<file path="src/rtl/cla_pipe_adder_if.sv">
// Streaming handshake bundle for cla_pipe_adder: operand side (in_*) and result side (out_*).
interface cla_pipe_adder_if #(
  parameter int WIDTH = 16
);
  logic             in_valid;
  logic             in_ready;
  logic [WIDTH-1:0] A;
  logic [WIDTH-1:0] B;
  logic             Cin;
  logic             Sub;
  logic             out_valid;
  logic             out_ready;
  logic [WIDTH:0]   S;
  logic             Ovf;

  modport master (
    output in_valid, A, B, Cin, Sub, out_ready,
    input  in_ready, out_valid, S, Ovf
  );

  modport slave (
    input  in_valid, A, B, Cin, Sub, out_ready,
    output in_ready, out_valid, S, Ovf
  );
endinterface

</file>
<file path="src/rtl/cla_pipe_adder.sv">
// Two-stage pipelined carry-lookahead adder/subtractor with valid/ready on both sides.
// Optional build macro CLA_SAT_EN clamps the sum to signed saturation on overflow.
module cla_pipe_adder #(
  parameter int WIDTH = 16,
  parameter int GROUP = 4
) (
  input  logic             clk,
  input  logic             rst,
  cla_pipe_adder_if.slave  bus
);
  localparam int NGRP = WIDTH / GROUP;

  // Flow control
  logic w_adv2;
  logic w_in_ready;

  // Stage 1 combinational
  logic [WIDTH-1:0] w_beff;
  logic [WIDTH-1:0] w_p1;
  logic [WIDTH-1:0] w_g1;
  logic             w_c0;
  logic [NGRP-1:0]  w_gg1;
  logic [NGRP-1:0]  w_gp1;

  // Stage 1 registers
  logic             r_v1;
  logic [WIDTH-1:0] r_p;
  logic [WIDTH-1:0] r_g;
  logic [NGRP-1:0]  r_gg;
  logic [NGRP-1:0]  r_gp;
  logic             r_c0;
`ifdef CLA_SAT_EN
  logic             r_a_msb;
`endif

  // Stage 2 combinational
  logic [NGRP:0]    w_gc;
  logic [WIDTH:0]   w_c;
  logic [WIDTH-1:0] w_sum;
  logic             w_ovf;
  logic             w_prod;
  logic             w_acc;

  // Stage 2 registers
  logic             r_v2;
  logic [WIDTH:0]   r_s;
  logic             r_ovf;

  assign w_adv2        = ~r_v2 | bus.out_ready;
  assign w_in_ready    = ~r_v1 | w_adv2;
  assign bus.in_ready  = w_in_ready;
  assign bus.out_valid = r_v2;
  assign bus.S         = r_s;
  assign bus.Ovf       = r_ovf;

  // Operand conditioning for subtract, bit and group generate/propagate
  always_comb begin
    w_beff = bus.Sub ? ~bus.B : bus.B;
    w_c0   = bus.Sub ? 1'b1 : bus.Cin;
    w_p1   = bus.A ^ w_beff;
    w_g1   = bus.A & w_beff;
    w_gg1  = {NGRP{1'b0}};
    w_gp1  = {NGRP{1'b1}};
    for (int j = 0; j < NGRP; j++) begin
      for (int k = 0; k < GROUP; k++) begin
        w_gg1[j] = w_g1[j*GROUP+k] | (w_p1[j*GROUP+k] & w_gg1[j]);
        w_gp1[j] = w_gp1[j] & w_p1[j*GROUP+k];
      end
    end
  end

  // Stage 1 register: captures only on an accepted transfer
  always_ff @(posedge clk) begin
    if (rst) begin
      r_p  <= {WIDTH{1'b0}};
      r_g  <= {WIDTH{1'b0}};
      r_gg <= {NGRP{1'b0}};
      r_gp <= {NGRP{1'b0}};
      r_c0 <= 1'b0;
`ifdef CLA_SAT_EN
      r_a_msb <= 1'b0;
`endif
    end else if (w_in_ready && bus.in_valid) begin
      r_p  <= w_p1;
      r_g  <= w_g1;
      r_gg <= w_gg1;
      r_gp <= w_gp1;
      r_c0 <= w_c0;
`ifdef CLA_SAT_EN
      r_a_msb <= bus.A[WIDTH-1];
`endif
    end
  end

  // Second-level lookahead: each group carry is a flat sum of products over (GG, GP, c0)
  always_comb begin
    w_prod = 1'b1;
    w_acc  = 1'b0;
    w_gc   = {(NGRP+1){1'b0}};
    w_gc[0] = r_c0;
    for (int j = 0; j < NGRP; j++) begin
      w_prod = 1'b1;
      w_acc  = 1'b0;
      for (int k = j; k >= 0; k--) begin
        w_acc  = w_acc | (w_prod & r_gg[k]);
        w_prod = w_prod & r_gp[k];
      end
      w_gc[j+1] = w_acc | (w_prod & r_c0);
    end
    w_c = {(WIDTH+1){1'b0}};
    for (int j = 0; j < NGRP; j++) begin
      w_c[j*GROUP] = w_gc[j];
      for (int k = 1; k < GROUP; k++) begin
        w_c[j*GROUP+k] = r_g[j*GROUP+k-1] | (r_p[j*GROUP+k-1] & w_c[j*GROUP+k-1]);
      end
    end
    w_c[WIDTH] = w_gc[NGRP];
    w_sum = r_p ^ w_c[WIDTH-1:0];
    w_ovf = w_c[WIDTH] ^ w_c[WIDTH-1];
`ifdef CLA_SAT_EN
    if (w_ovf) begin
      w_sum = r_a_msb ? {1'b1, {(WIDTH-1){1'b0}}} : {1'b0, {(WIDTH-1){1'b1}}};
    end else begin
      w_sum = r_p ^ w_c[WIDTH-1:0];
    end
`endif
  end

  // Valid bits and stage 2 result; result holds while stalled
  always_ff @(posedge clk) begin
    if (rst) begin
      r_v1  <= 1'b0;
      r_v2  <= 1'b0;
      r_s   <= {(WIDTH+1){1'b0}};
      r_ovf <= 1'b0;
    end else begin
      if (w_adv2) begin
        r_v2 <= r_v1;
        if (r_v1) begin
          r_s   <= {w_c[WIDTH], w_sum};
          r_ovf <= w_ovf;
        end
      end
      if (w_in_ready) begin
        r_v1 <= bus.in_valid;
      end
    end
  end
endmodule

</file>
<file path="src/flat_wrapper.sv">
// flat-port wrapper written by rule: the top's interface ports become plain ports
module cla_pipe_adder_flat 
#(
  parameter int WIDTH = 16,
  parameter int GROUP = 4
)
  (clk, rst, bus_in_valid, bus_A, bus_B, bus_Cin, bus_Sub, bus_out_ready, bus_in_ready, bus_out_valid, bus_S, bus_Ovf);
  cla_pipe_adder_if #(.WIDTH(WIDTH)) bus_i ();
  input  logic clk;
  input  logic rst;
  input wire logic [$bits(bus_i.in_valid)-1:0] bus_in_valid;
  input wire logic [$bits(bus_i.A)-1:0] bus_A;
  input wire logic [$bits(bus_i.B)-1:0] bus_B;
  input wire logic [$bits(bus_i.Cin)-1:0] bus_Cin;
  input wire logic [$bits(bus_i.Sub)-1:0] bus_Sub;
  input wire logic [$bits(bus_i.out_ready)-1:0] bus_out_ready;
  output wire logic [$bits(bus_i.in_ready)-1:0] bus_in_ready;
  output wire logic [$bits(bus_i.out_valid)-1:0] bus_out_valid;
  output wire logic [$bits(bus_i.S)-1:0] bus_S;
  output wire logic [$bits(bus_i.Ovf)-1:0] bus_Ovf;
  assign bus_i.in_valid = bus_in_valid;
  assign bus_i.A = bus_A;
  assign bus_i.B = bus_B;
  assign bus_i.Cin = bus_Cin;
  assign bus_i.Sub = bus_Sub;
  assign bus_i.out_ready = bus_out_ready;
  assign bus_in_ready = bus_i.in_ready;
  assign bus_out_valid = bus_i.out_valid;
  assign bus_S = bus_i.S;
  assign bus_Ovf = bus_i.Ovf;
  cla_pipe_adder #(.WIDTH(WIDTH), .GROUP(GROUP)) u_core (.clk(clk), .rst(rst), .bus(bus_i));
endmodule
</file>
<file path="config.mk">
export PLATFORM = sky130hd
export DESIGN_NAME = cla_pipe_adder_flat
export DESIGN_NICKNAME = d
export VERILOG_FILES = /design/src/rtl/cla_pipe_adder_if.sv /design/src/rtl/cla_pipe_adder.sv /design/src/flat_wrapper.sv
export SDC_FILE = /design/constraint.sdc
export NUM_CORES = 1
export LEC_CHECK = 0
export BUFFER_PORTS_ARGS = -buffer_cell sky130_fd_sc_hd__clkbuf_2
export CAP_MARGIN = 20
export CORE_MARGIN = 3
export CORE_UTILIZATION = 50
export DETAILED_ROUTE_END_ITERATION = 8
export PLACE_DENSITY = 0.75
export SLEW_MARGIN = 40
export SYNTH_ARGS = -nofsm -noshare
export SYNTH_HDL_FRONTEND = slang
export SYNTH_SLANG_ARGS = --single-unit
</file>
<file path="constraint.sdc">
create_clock -name clk -period 3.05 [get_ports clk]
set_input_delay 0.4575 -clock clk [delete_from_list [all_inputs] [get_ports clk]]
set_output_delay 0.4575 -clock clk [all_outputs]
set_load 0.01 [all_outputs]
</file>
### Word-level counts from Yosys, hierarchy flattened

Cells that the tools add are included.

| word-level totals | value |
|---|---|
| register bits after elaboration | 60 |
| latch bits | 0 |
| bits in writable memories | 0 |
| memory bits (read-only) | 0 |
| input port bits | 38 |
| output and inout port bits | 20 |
| word-level logic and storage cells | 108 |
| memories | 0 |

| operators by class | value |
|---|---|
| add/subtract/negate cells | 0 |
| $mul | 0 |
| divide/modulo/power cells | 0 |
| $lt $le $gt $ge | 0 |
| equality and inequality tests | 0 |
| shifts and indexed selects | 0 |
| multiplexer cells | 2 |
| bitwise gates (word level) | 95 |
| reductions and logical operators | 2 |

Operators with widths:

| operator | count |
|---|---|
| AND 1 bit | 52 |
| OR 1 bit | 36 |
| bitwise XOR 16 bit | 2 |
| AND 16 bit | 1 |
| 2-to-1 mux 16 bit | 1 |
| inverter 16 bit | 1 |
| inverter 1 bit | 2 |
| AND reduction 2 bit | 1 |
| logical AND 1 bit | 1 |
| 2-to-1 mux 1 bit | 1 |
| bitwise XOR 1 bit | 1 |

### Depth between registers and ports, before layout

Gate-level depths: netlist (run 1).

| logic depth | value |
|---|---|
| word-level depth | 11 |
| depth in mapped cells | 12 |

### Worst setup path before layout (run 1)

Ideal clock, no wire load.

| timing path | value |
|---|---|
| path type | reg-to-reg |
| start | reg u_core.r_c0 |
| end | reg u_core.r_ovf, in the netlist u_core.bus.Ovf |
| setup time | 0.091 ns |
| data arrival time | 2.426 ns |
| required time | 2.959 ns |
| slack | 0.533 ns |
| cell stages (with the launch flop) | 12 |
| path through | dfxtp_1 > a21o_1 > a21o_2 > a21o_1 > ha_1 > or2_2 > ha_1 > or2_2 > ha_1 > nor2_1 > o21ai_0 > a311oi_1 |

| between the ends | value |
|---|---|
| cells in the longest elaborated chain, start to end | 9 |

Ends and longest elaborated chain:

| item | RTL line | text |
|---|---|---|
| from (decl) | cla_pipe_adder.sv:31 | `logic r_c0;` |
| from (signal assigned) | cla_pipe_adder.sv:88 | `r_c0 <= w_c0;` |
| AND 1 bit | cla_pipe_adder.sv:108 | `w_gc[j+1] = w_acc \| (w_prod & r_c0);` |
| OR 1 bit | cla_pipe_adder.sv:108 |  |
| AND 1 bit | cla_pipe_adder.sv:114 | `w_c[j*GROUP+k] = r_g[j*GROUP+k-1] \| (r_p[j*GROUP+k-1] & w_c[j*GROUP+k-1]);` |
| OR 1 bit | cla_pipe_adder.sv:114 |  |
| AND 1 bit | cla_pipe_adder.sv:114 |  |
| OR 1 bit | cla_pipe_adder.sv:114 |  |
| AND 1 bit | cla_pipe_adder.sv:114 |  |
| OR 1 bit | cla_pipe_adder.sv:114 |  |
| bitwise XOR 1 bit * | cla_pipe_adder.sv:119 | `w_ovf = w_c[WIDTH] ^ w_c[WIDTH-1];` |
| to (signal assigned) | cla_pipe_adder.sv:141 | `r_ovf <= w_ovf;` |
| to (decl) | cla_pipe_adder.sv:47 | `logic r_ovf;` |

Mark *: on every way between the ends. The rest lies on a longest branch, timed or not.
A chain may end at the register's enable or synchronous reset.

### Final worst setup path (run 1)

| timing path | value |
|---|---|
| start | reg u_core.r_c0 |
| end | reg u_core.r_s[15], in the netlist u_core.bus.S[15] |

| between the ends | value |
|---|---|
| cells in the longest elaborated chain, start to end | 9 |

Ends and longest elaborated chain:

| item | RTL line | text |
|---|---|---|
| AND 1 bit | cla_pipe_adder.sv:108 |  |
| OR 1 bit | cla_pipe_adder.sv:108 |  |
| AND 1 bit | cla_pipe_adder.sv:114 |  |
| OR 1 bit | cla_pipe_adder.sv:114 |  |
| AND 1 bit | cla_pipe_adder.sv:114 |  |
| OR 1 bit | cla_pipe_adder.sv:114 |  |
| AND 1 bit | cla_pipe_adder.sv:114 |  |
| OR 1 bit | cla_pipe_adder.sv:114 |  |
| bitwise XOR 16 bit | cla_pipe_adder.sv:118 | `w_sum = r_p ^ w_c[WIDTH-1:0];` |
| to (signal assigned) | cla_pipe_adder.sv:134 | `r_s <= {(WIDTH+1){1'b0}};` |
| to (signal assigned) | cla_pipe_adder.sv:140 | `r_s <= {w_c[WIDTH], w_sum};` |
| to (decl) | cla_pipe_adder.sv:46 | `logic [WIDTH:0] r_s;` |

No other way between the ends.

==> flow_metrics.py, run 1 <==
metrics = {
    "setup_path": {
        "arrival_ns": 2.92,
        "startpoint_type": "flop",
        "path_cells": "a21o_1 > a21o_2 > a21o_1 > ha_1 > or2_2 > ha_1 > or2_2 > ha_1 > nor2_1 > xnor2_1 > nand2_1 > a21oi_1",
        "cp_common_cell": "ha_1",
        "slowest_delay_ns": 0.32,
        "crit_fanout": 3,
        "endpoint_kind": "flop",
        "reg2reg_from": "u_core.r_c0$_SDFFE_PP0P_",
        "path_buf_inv": 0,
        "crit_family": "compound AO/OA/AOI/OAI gates",
        "crit_slowest_cell": "dfxtp_1",
        "critPathRequiredTime_ns": 3.31,
        "startpoint": "u_core.r_c0$_SDFFE_PP0P_",
        "worstSetupPathType": "flop to flop",
    },
    "clock_tree": {
        "cts_hold_buf": 0,
        "cts_tree": "yes",
        "numCtsBuffers": 9,
        "clk_pin_slew_ns": 0.06,
        "htree_num_levels": 3,
        "cts_resized": 0,
        "cts_sinks": 57,
        "postCtsSetupRepairBufs": 0,
        "cts_root_buffer": "clkbuf_8",
        "worstSkewPairLatency_ns": 0.33,
        "cts.path.max_buffers": 2,
    },
    "placed_design": {
        "gp_congestion": 0.847,
        "dp_cells": 446,
        "dp_hpwl_um": 4260,
        "port-buffer-count": 57,
    },
    "final_layout": {
        "instances_no_fill": 462,
        "insertedDiodeCount": 0,
        "layout-drive-gt1-share_pct": 21.4,
        "area_delta_synth_final_pct": 19.2,
        "nets": 453,
        "final_core_util_pct": 62.4,
    },
    "grt": {
        "grt_first_pass_wirelength_um": 9890,
        "globalRouteOverflowTotal": 0,
        "grt_max_degree": 58,
        "grt_usage_pct": 19.8,
        "grt_pass1_vias": 2222,
        "antenna_found_initial": 0,
    },
    "synthesis": {
        "synth_common_cells": "nand2_1 (99), dfxtp_1 (57), a21oi_1 (55)",
        "ys_async_sr_fraction_pct": 0,
        "netlist_instances": 334,
        "ys_ff_latch": 57,
        "yosysSeqAreaShare_pct": 41.9,
        "synth_top_area_share_pct": 41.9,
        "synth_edf_count": 0,
        "yosysMostFrequentCell": "nand2_1",
        "synth_area_leaders": "dfxtp_1 (42%), nand2_1 (14%), ha_1 (13%)",
        "yosysTopAreaCell": "dfxtp_1",
        "yosysWarnings": 0,
        "ys.flop_type": "dfxtp_1",
        "synth_area_mm2": 0.00273,
        "syn_avg_cell_area_um2": 8.16,
        "synthesis.nets": 400,
        "synth.distinct_cells": 25,
    },
    "floorplanning": {
        "pin_count": 58,
        "die_w_um": 79.8,
        "rows": 26,
        "initial_core_util_pct": 52.4,
        "dieArea_mm2": 0.00637,
        "core_area_mm2": 0.00520,
        "dieHeight_um": 79.8,
    },
    "routing": {
        "drcViolationCount": 0,
        "vias": 2289,
        "drtPass1Iterations": 4,
        "vias_per_cell": 4.95,
        "dr.first_iter.drc_count": 163,
        "wl_per_cell_um": 12.3,
        "postRouteAntennaNets": 0,
        "wl_um": 5690,
    },
    "power_and_ir_drop": {
        "finalPower_mw": 1.82,
        "peakVddDrop_v": 0.000277,
        "powerDensity_mw_per_mm2": 561,
        "leakagePower_nw": 1.49,
    },
    "sta": {
        "hold_viol_final": 0,
        "slew_headroom_pct": 55.8,
        "slew_viol_final": 0,
        "rsz0062_at_grt": "no",
        "finalHoldWorstSlack_ns": 0.360,
        "setup_tns_ns": 0,
        "tightest_slew_ns": 0.663,
        "timing.final.crit_period_ns": 2.66,
        "finClkSkew_ns": 0.00653,
        "finalCritPeriodShare_pct": 87.3,
        "setup-violations-final": 0,
        "fmax_mhz": 375,
    },
    "min_path": {
        "min-delay-start": "bus_in_valid",
        "hp-class": "input pin to flop",
    },
    "status": {
        "status": "finished, final reports clean",
    },
    "run": {
        "cap_violations": 0,
    },
}
-- layout make-up --
cell class / instances / area, µm²
clock buffer: 14 / 173
clock inverter: 2 / 35.0
fill: 490 / 1960
inverter: 2 / 7.51
multi-input combinational: 257 / 1500
sequential: 57 / 1140
tap: 70 / 87.6
timing repair buffer: 60 / 310
-- registers in the layout, summed over array words and instances, names as in the netlist --
register and flops:
u_core.bus.Ovf 1, u_core.bus.S 17, u_core.r_p 16, u_core.r_g 12, u_core.r_gg 4, u_core.r_gp 4
u_core.bus.out_valid 1, u_core.r_c0 1, u_core.r_v1 1
-- routing by layer --
| metal | GRT usage (%) | vias up | share of wire [%] |
|---|---|---|---|
| met1 | 27.9 | 989 | 49 |
| met2 | 28.5 | 72 | 42 |
| met4 | 11.0 | 0 | 2.5 |
| met5 | 0 | - | 0 |
| met3 | 3.05 | 10 | 6.3 |
| li1 | - | 1218 | - |
-- metrics by stage --
| stage | cell area, µm² | setup slack [ns] |
|---|---|---|
| 2_1_floorplan | 2730 | 0.533 |
| 3_3_place_gp | 3040 | 0.440 |
| 3_5_place_dp | 3040 | 0.386 |
| 4_1_cts | 3250 | 0.375 |
| 5_1_grt | 3250 | 0.143 |
| 6_report | 3250 | 0.386 |
-- cell families after synthesis --
kind of cell | count (synthesis) | share of synthesized area, %
AOI/OAI and AO/OA | 68 | 13.3
xor gates and xnor gates | 20 | 6.43
adders and majority gates | 28 | 12.9
buffers and inverters | 20 | 3.26
DFF | 57 | 41.9
and+or+nand+nor | 141 | 22.3
-- worst register-to-register path, stage by stage, from the launching register on --
cell and delay [ns]:
dfxtp_1 0.32, a21o_1 0.22, a21o_2 0.23, a21o_1 0.18, ha_1 0.18, or2_2 0.27
ha_1 0.18, or2_2 0.27, ha_1 0.19, nor2_1 0.16, xnor2_1 0.14, nand2_1 0.07
a21oi_1 0.18
-- report_power, final --
group | switching (mW) | internal, mW
clock network | 0.279 | 0.443
registers | 0.0262 | 0.792
logic | 0.158 | 0.124
-- cell usage in the layout, fill, tap and decap left out, drive strengths merged --
cell	instances
and4	5
nand3	1
and2	2
dfxtp	57
a21oi	55
nand2b	1
xor2	16
inv	2
or3	1
o21ai	5
nand3b	1
nand2	99
a211oi	4
clkbuf	71
ha	28
a311oi	1
xnor2	4
nor2b	4
or2	8
a21o	3
clkinv	1
buf	3
nor3	4
nor2	15
bufinv	1
-- worst paths after layout --
kind / end / slack [ns] / cells after the start
hold / removal: u_core.r_v1$_SDFFE_PP0N_ / 0.36 / 3
setup / recovery: u_core.bus.S[15]$_SDFFE_PP0P_ / 0.39 / 12
setup reg to reg: u_core.bus.S[15]$_SDFFE_PP0P_ / 0.39 / 12
hold reg to reg: u_core.r_g[1]$_SDFFE_PP0P_ / 0.45 / 2
(Power assumes the default switching activity.)
==> inputs of run 2 (changes only) <==
--- a/config.mk
+++ b/config.mk
@@ -12,4 +12,5 @@
 export DETAILED_ROUTE_END_ITERATION = 8
 export PLACE_DENSITY = 0.75
+export RECOVER_POWER = 25
 export SLEW_MARGIN = 40
 export SYNTH_ARGS = -nofsm -noshare
==> constraint.sdc (replaced) <==
create_clock -name clk -period 3.05 [get_ports clk]
set_input_delay 0 -clock clk [delete_from_list [all_inputs] [get_ports clk]]
set_output_delay 0 -clock clk [all_outputs]
set_load 0.01 [all_outputs]
==> run 2 against run 1 <==
Count of clock-buffer cells in the layout shrank 4. Via count grew 1.6%. Critical path depth shrank 1. Fmax shrank 0.83%. Utilization shrank 0.22 points. Die area is the same. Non-clock buffer count grew 2. Combinational power is essentially flat. Highest routed layer unchanged.
==> flow_metrics.py, run 2 (synthesis results as in run 1) <==
metrics = {
    "placed_design": {
        "place_area_mm2": 0.00303,
        "port-buffer-count": 57,
        "dp_worst_setup_slack_ns": 0.356,
        "dp_hpwl_um": 4050,
        "gp_congestion": 0.831,
    },
    "sta": {
        "setup-violations-final": 0,
        "finalCritPeriodShare_pct": 88.1,
        "slew_viol_final": 0,
        "setup_tns_ns": 0,
        "worst_slack_ns": 0.364,
        "fmax_mhz": 372,
        "finClkSkew_ns": 0.00764,
        "slew_headroom_pct": 58.8,
        "rsz0062_at_grt": "no",
        "timing.final.crit_period_ns": 2.69,
        "hold_viol_final": 0,
        "tightest_slew_ns": 0.619,
    },
    "setup_path": {
        "reg2reg_from": "u_core.r_c0$_SDFFE_PP0P_",
        "crit_family": "compound AO/OA/AOI/OAI gates",
        "slowest_delay_ns": 0.33,
        "critPathRequiredTime_ns": 3.29,
        "path_buf_inv": 0,
        "startpoint_type": "flop",
        "cp_common_cell": "ha_1",
        "crit_slowest_cell": "dfxtp_1",
        "r2r.worst_path.cells": 11,
        "arrival_ns": 2.92,
        "r2r-end": "u_core.bus.Ovf$_SDFFE_PP0P_",
        "worstSetupPathType": "flop to flop",
        "path_cells": "a21o_1 > a21o_2 > a21o_1 > ha_1 > or2_2 > ha_1 > or2_2 > ha_1 > nor2_1 > o21ai_0 > a311oi_1",
        "endpoint_kind": "flop",
        "startpoint": "u_core.r_c0$_SDFFE_PP0P_",
        "r2r_slack_ns": 0.36,
        "crit_fanout": 3,
    },
    "clock_tree": {
        "numCtsBuffers": 9,
        "clk_pin_slew_ns": 0.06,
        "cts_resized": 0,
        "htree_num_levels": 3,
        "worstSkewPairLatency_ns": 0.34,
        "cts_tree": "yes",
        "cts_sinks": 57,
        "cts_root_buffer": "clkbuf_8",
        "cts.path.max_buffers": 2,
    },
    "routing": {
        "postRouteAntennaNets": 0,
        "wl_met1_um": 2880,
        "drtPass1Iterations": 4,
        "route.met3.wl_um": 436,
        "wl_met2_um": 2380,
        "dr.first_iter.drc_count": 173,
        "wl_per_cell_um": 12.4,
        "routed.top_layer": "met4",
        "wl_um": 5750,
        "drcViolationCount": 0,
        "vias_per_cell": 5.01,
        "vias": 2325,
    },
    "final_layout": {
        "largest_register_ffs": 17,
        "area_delta_synth_final_pct": 18.8,
        "nets": 455,
        "insertedDiodeCount": 0,
        "fill_cells": 504,
        "final_core_util_pct": 62.2,
        "layout-drive-gt1-share_pct": 17.3,
        "final_cell_mix": "nand2_1 (99), dfxtp_1 (57), a21oi_1 (55)",
        "finalInstanceArea_mm2": 0.00324,
        "layout_commonest_cell": "nand2_1",
    },
    "power_and_ir_drop": {
        "powerDensity_mw_per_mm2": 555,
        "peakVddDrop_v": 0.000261,
        "leakagePower_nw": 1.44,
    },
    "floorplanning": {
        "pin_count": 58,
        "rows": 26,
        "dieHeight_um": 79.8,
        "initial_core_util_pct": 52.4,
        "die_w_um": 79.8,
        "core_area_mm2": 0.00520,
        "dieArea_mm2": 0.00637,
    },
    "min_path": {
        "min-delay-start": "bus_A[8]",
        "hp-class": "input pin to flop",
        "holdPathStages": 4,
        "holdPathEnd": "u_core.r_p[8]$_SDFFE_PP0P_",
    },
    "grt": {
        "globalRouteOverflowTotal": 0,
        "antenna_found_initial": 0,
        "grt_pass1_vias": 2235,
        "grt_max_degree": 58,
        "grt_usage_pct": 20.1,
        "grt_first_pass_wirelength_um": 10000,
    },
    "run": {
        "cap_violations": 0,
    },
    "status": {
        "status": "finished, final reports clean",
    },
}
-- run 2: changes by cell type in the layout (fill, tap and decap cells not counted), sizes merged --
cell / before / now
dlygate4sd3: 0 / 3
clkinvlp: 0 / 1
clkinv: 1 / 4
buf: 3 / 2
clkbuf: 71 / 67
-- run 2: layout make-up --
type	instances	area [µm²]	area share (%)
clock inverters	6	57.6	1.78
inverters	2	7.51	0.232
clock buffers	10	138	4.25
repair buffers	62	312	9.62
multi-input cells	257	1500	46.2
flip-flops and latches	57	1140	35.2
well taps	70	87.6	2.70
-- run 2: worst max path at each step --
stage	cells past startpoint	slack (ns)	endpoint
floorplan	11	0.53	u_core.bus.Ovf$_SDFFE_PP0P_
global placement	11	0.44	u_core.bus.Ovf$_SDFFE_PP0P_
detailed placement	11	0.36	u_core.bus.Ovf$_SDFFE_PP0P_
CTS	11	0.34	u_core.bus.Ovf$_SDFFE_PP0P_
global route	11	0.18	u_core.bus.Ovf$_SDFFE_PP0P_
finish	11	0.36	u_core.bus.Ovf$_SDFFE_PP0P_
-- run 2: layer usage --
metal / global-route usage, % / vias up
li1: - / 1222
met4: 7.43 / 0
met5: 0 / -
met1: 29.3 / 1011
met2: 28.0 / 87
met3: 5.42 / 5
-- run 2: report_power, final --
group | leakage, nW | internal (mW) | switching (mW)
Clock | 0.102 | 0.393 | 0.303
Sequential | 0.467 | 0.792 | 0.0266
Combinational | 0.868 | 0.123 | 0.159
-- run 2: worst reg2reg max path, stage by stage, from the launching register on --
cell	delay, ns
dfxtp_1	0.33
a21o_1	0.22
a21o_2	0.23
a21o_1	0.18
ha_1	0.18
or2_2	0.27
ha_1	0.18
or2_2	0.27
ha_1	0.19
nor2_1	0.16
o21ai_0	0.12
a311oi_1	0.27
-- run 2: through the flow --
step / power, mW / cells / hold slack (ns)
4_1_cts: 1.80 / 464 / 0.0741
5_1_grt: 1.90 / 464 / 0.0976
2_1_floorplan: 1.02 / 334 / 0.129
6_report: 1.80 / 464 / 0.0848
3_5_place_dp: 1.11 / 445 / 0.258
3_3_place_gp: 1.11 / 445 / 0.241
-- run 2: repair_timing --
item	CTS	global route
endpoints found under the hold margin	3	0
setup buffers	0	0
setup endpoints to repair	0	0
hold buffers	3	0
==> inputs of run 3 (changes only) <==
Clock period 3.05 ns to 3.14 ns, I/O delays scaled along.
==> run 3 against run 2 <==
Critical path depth unchanged. Power down 3.5%. Clock power down 4.7%. Sequential power down 2.8%. Sequential share of layout area up 0.068 points. Clock skew up 0.0030 ns. Non-clock buffer count down 1. Sequential cell count unchanged. Routed wire length up 1.0%. Die area unchanged. Global-route usage down 0.30 points. Critical endpoint unchanged. Largest cell class unchanged.
==> flow_metrics.py, run 3 (synthesis results as in run 1) <==
metrics = {
    "status": {
        "status": "finished, final reports clean",
    },
    "final_layout": {
        "layout_commonest_cell": "nand2_1",
        "finalInstanceArea_mm2": 0.00323,
        "layout-drive-gt1-share_pct": 17.0,
        "largest_register_ffs": 17,
        "instances_no_fill": 463,
        "final_cell_mix": "nand2_1 (98), dfxtp_1 (57), a21oi_1 (55)",
        "nets": 454,
        "insertedDiodeCount": 0,
        "area_delta_synth_final_pct": 18.6,
    },
    "floorplanning": {
        "initial_core_util_pct": 52.4,
        "rows": 26,
        "core_area_mm2": 0.00520,
        "dieArea_mm2": 0.00637,
        "dieHeight_um": 79.8,
        "pin_count": 58,
        "die_w_um": 79.8,
    },
    "clock_tree": {
        "cts.path.max_buffers": 2,
        "postCtsSetupRepairBufs": 0,
        "numCtsBuffers": 9,
        "worstSkewPairLatency_ns": 0.33,
        "cts_resized": 0,
        "cts_root_buffer": "clkbuf_8",
        "clk_pin_slew_ns": 0.06,
        "htree_num_levels": 3,
        "cts_sinks": 57,
        "cts_tree": "yes",
    },
    "grt": {
        "globalRouteOverflowTotal": 0,
        "antenna_found_initial": 0,
        "grt_pass1_vias": 2196,
        "grt_first_pass_wirelength_um": 9980,
        "grt_usage_pct": 19.8,
        "grt_max_degree": 58,
    },
    "sta": {
        "slew_viol_final": 0,
        "hold_viol_final": 0,
        "setup-violations-final": 0,
        "finalCritPeriodShare_pct": 85.8,
        "finClkSkew_ns": 0.0107,
        "worst_slack_ns": 0.446,
        "rsz0062_at_grt": "no",
        "timing.final.crit_period_ns": 2.69,
        "setup_tns_ns": 0,
        "tightest_slew_ns": 0.669,
        "slew_headroom_pct": 55.2,
        "fmax_mhz": 371,
    },
    "setup_path": {
        "critPathRequiredTime_ns": 3.38,
        "arrival_ns": 2.93,
        "crit_fanout": 3,
        "startpoint_type": "flop",
        "worstSetupPathType": "flop to flop",
        "endpoint_kind": "flop",
    },
    "placed_design": {
        "dp_hpwl_um": 4060,
        "dp_cells": 444,
        "gp_congestion": 0.831,
        "dp_worst_setup_slack_ns": 0.438,
        "place_area_mm2": 0.00303,
        "port-buffer-count": 57,
    },
    "routing": {
        "vias": 2375,
        "drcViolationCount": 0,
        "drtPass1Iterations": 4,
        "dr.first_iter.drc_count": 169,
        "wl_um": 5810,
        "postRouteAntennaNets": 0,
        "vias_per_cell": 5.13,
        "wl_per_cell_um": 12.5,
    },
    "power_and_ir_drop": {
        "powerDensity_mw_per_mm2": 537,
        "peakVddDrop_v": 0.000314,
        "leakagePower_nw": 1.43,
    },
    "min_path": {
        "hp-class": "input pin to flop",
    },
    "run": {
        "cap_violations": 0,
    },
}
-- run 3: area by class of cell --
type / instances / area [µm²]
multi-input cells: 257 / 1500
inverters: 2 / 7.51
repair buffers: 61 / 303
flip-flops and latches: 57 / 1140
clock inverters: 6 / 57.6
fillers: 504 / 1970
well taps: 70 / 87.6
clock buffers: 10 / 138
-- run 3: final timing paths --
path	startpoint	endpoint	slack, ns	cells after the start
setup / recovery	u_core.r_c0$_SDFFE_PP0P_	u_core.bus.Ovf$_SDFFE_PP0P_	0.45	11
hold / removal	bus_A[12]	u_core.r_p[12]$_SDFFE_PP0P_	0.09	4
hold reg to reg	u_core.bus.S[7]$_SDFFE_PP0P_	u_core.bus.S[7]$_SDFFE_PP0P_	0.45	2
setup reg to reg	u_core.r_c0$_SDFFE_PP0P_	u_core.bus.Ovf$_SDFFE_PP0P_	0.45	11
-- run 3: through the flow --
stage                     util, %  hold WS [ns]  power, mW
after floorplan                 -         0.129      0.991
after global placement       58.1         0.239       1.08
after detailed placement     58.2         0.264       1.08
after CTS                    62.5        0.0726       1.75
after global routing         62.1         0.113       1.83
final                        62.1        0.0862       1.73
-- run 3: power breakdown --
part           internal (mW)  switching [mW]  total, mW
clock                  0.382           0.282      0.663
combinational          0.119           0.157      0.276
sequential             0.769          0.0265      0.796
-- run 3: layer usage --
layer | vias to the layer above | GRT usage, % | wire length, µm
met5 | - | 0 | 0
met4 | 0 | 6.59 | 80
met3 | 5 | 4.97 | 359
met2 | 66 | 29.0 | 2450
met1 | 1084 | 28.2 | 2920
li1 | 1220 | - | -
-- run 3: repair_timing --
item                                    CTS  global route
endpoints found under the setup margin    0             0
endpoints found under the hold margin     3             0
hold buffers                              3             0
-- run 3: critical path, stage by stage, from the launching register on --
cell and delay, ns:
dfxtp_1 0.33, a21o_1 0.21, a21o_2 0.23, a21o_1 0.17
ha_1 0.17, or2_2 0.27, ha_1 0.18, or2_2 0.27
ha_1 0.20, nor2_1 0.16, o21ai_0 0.12, a311oi_1 0.27
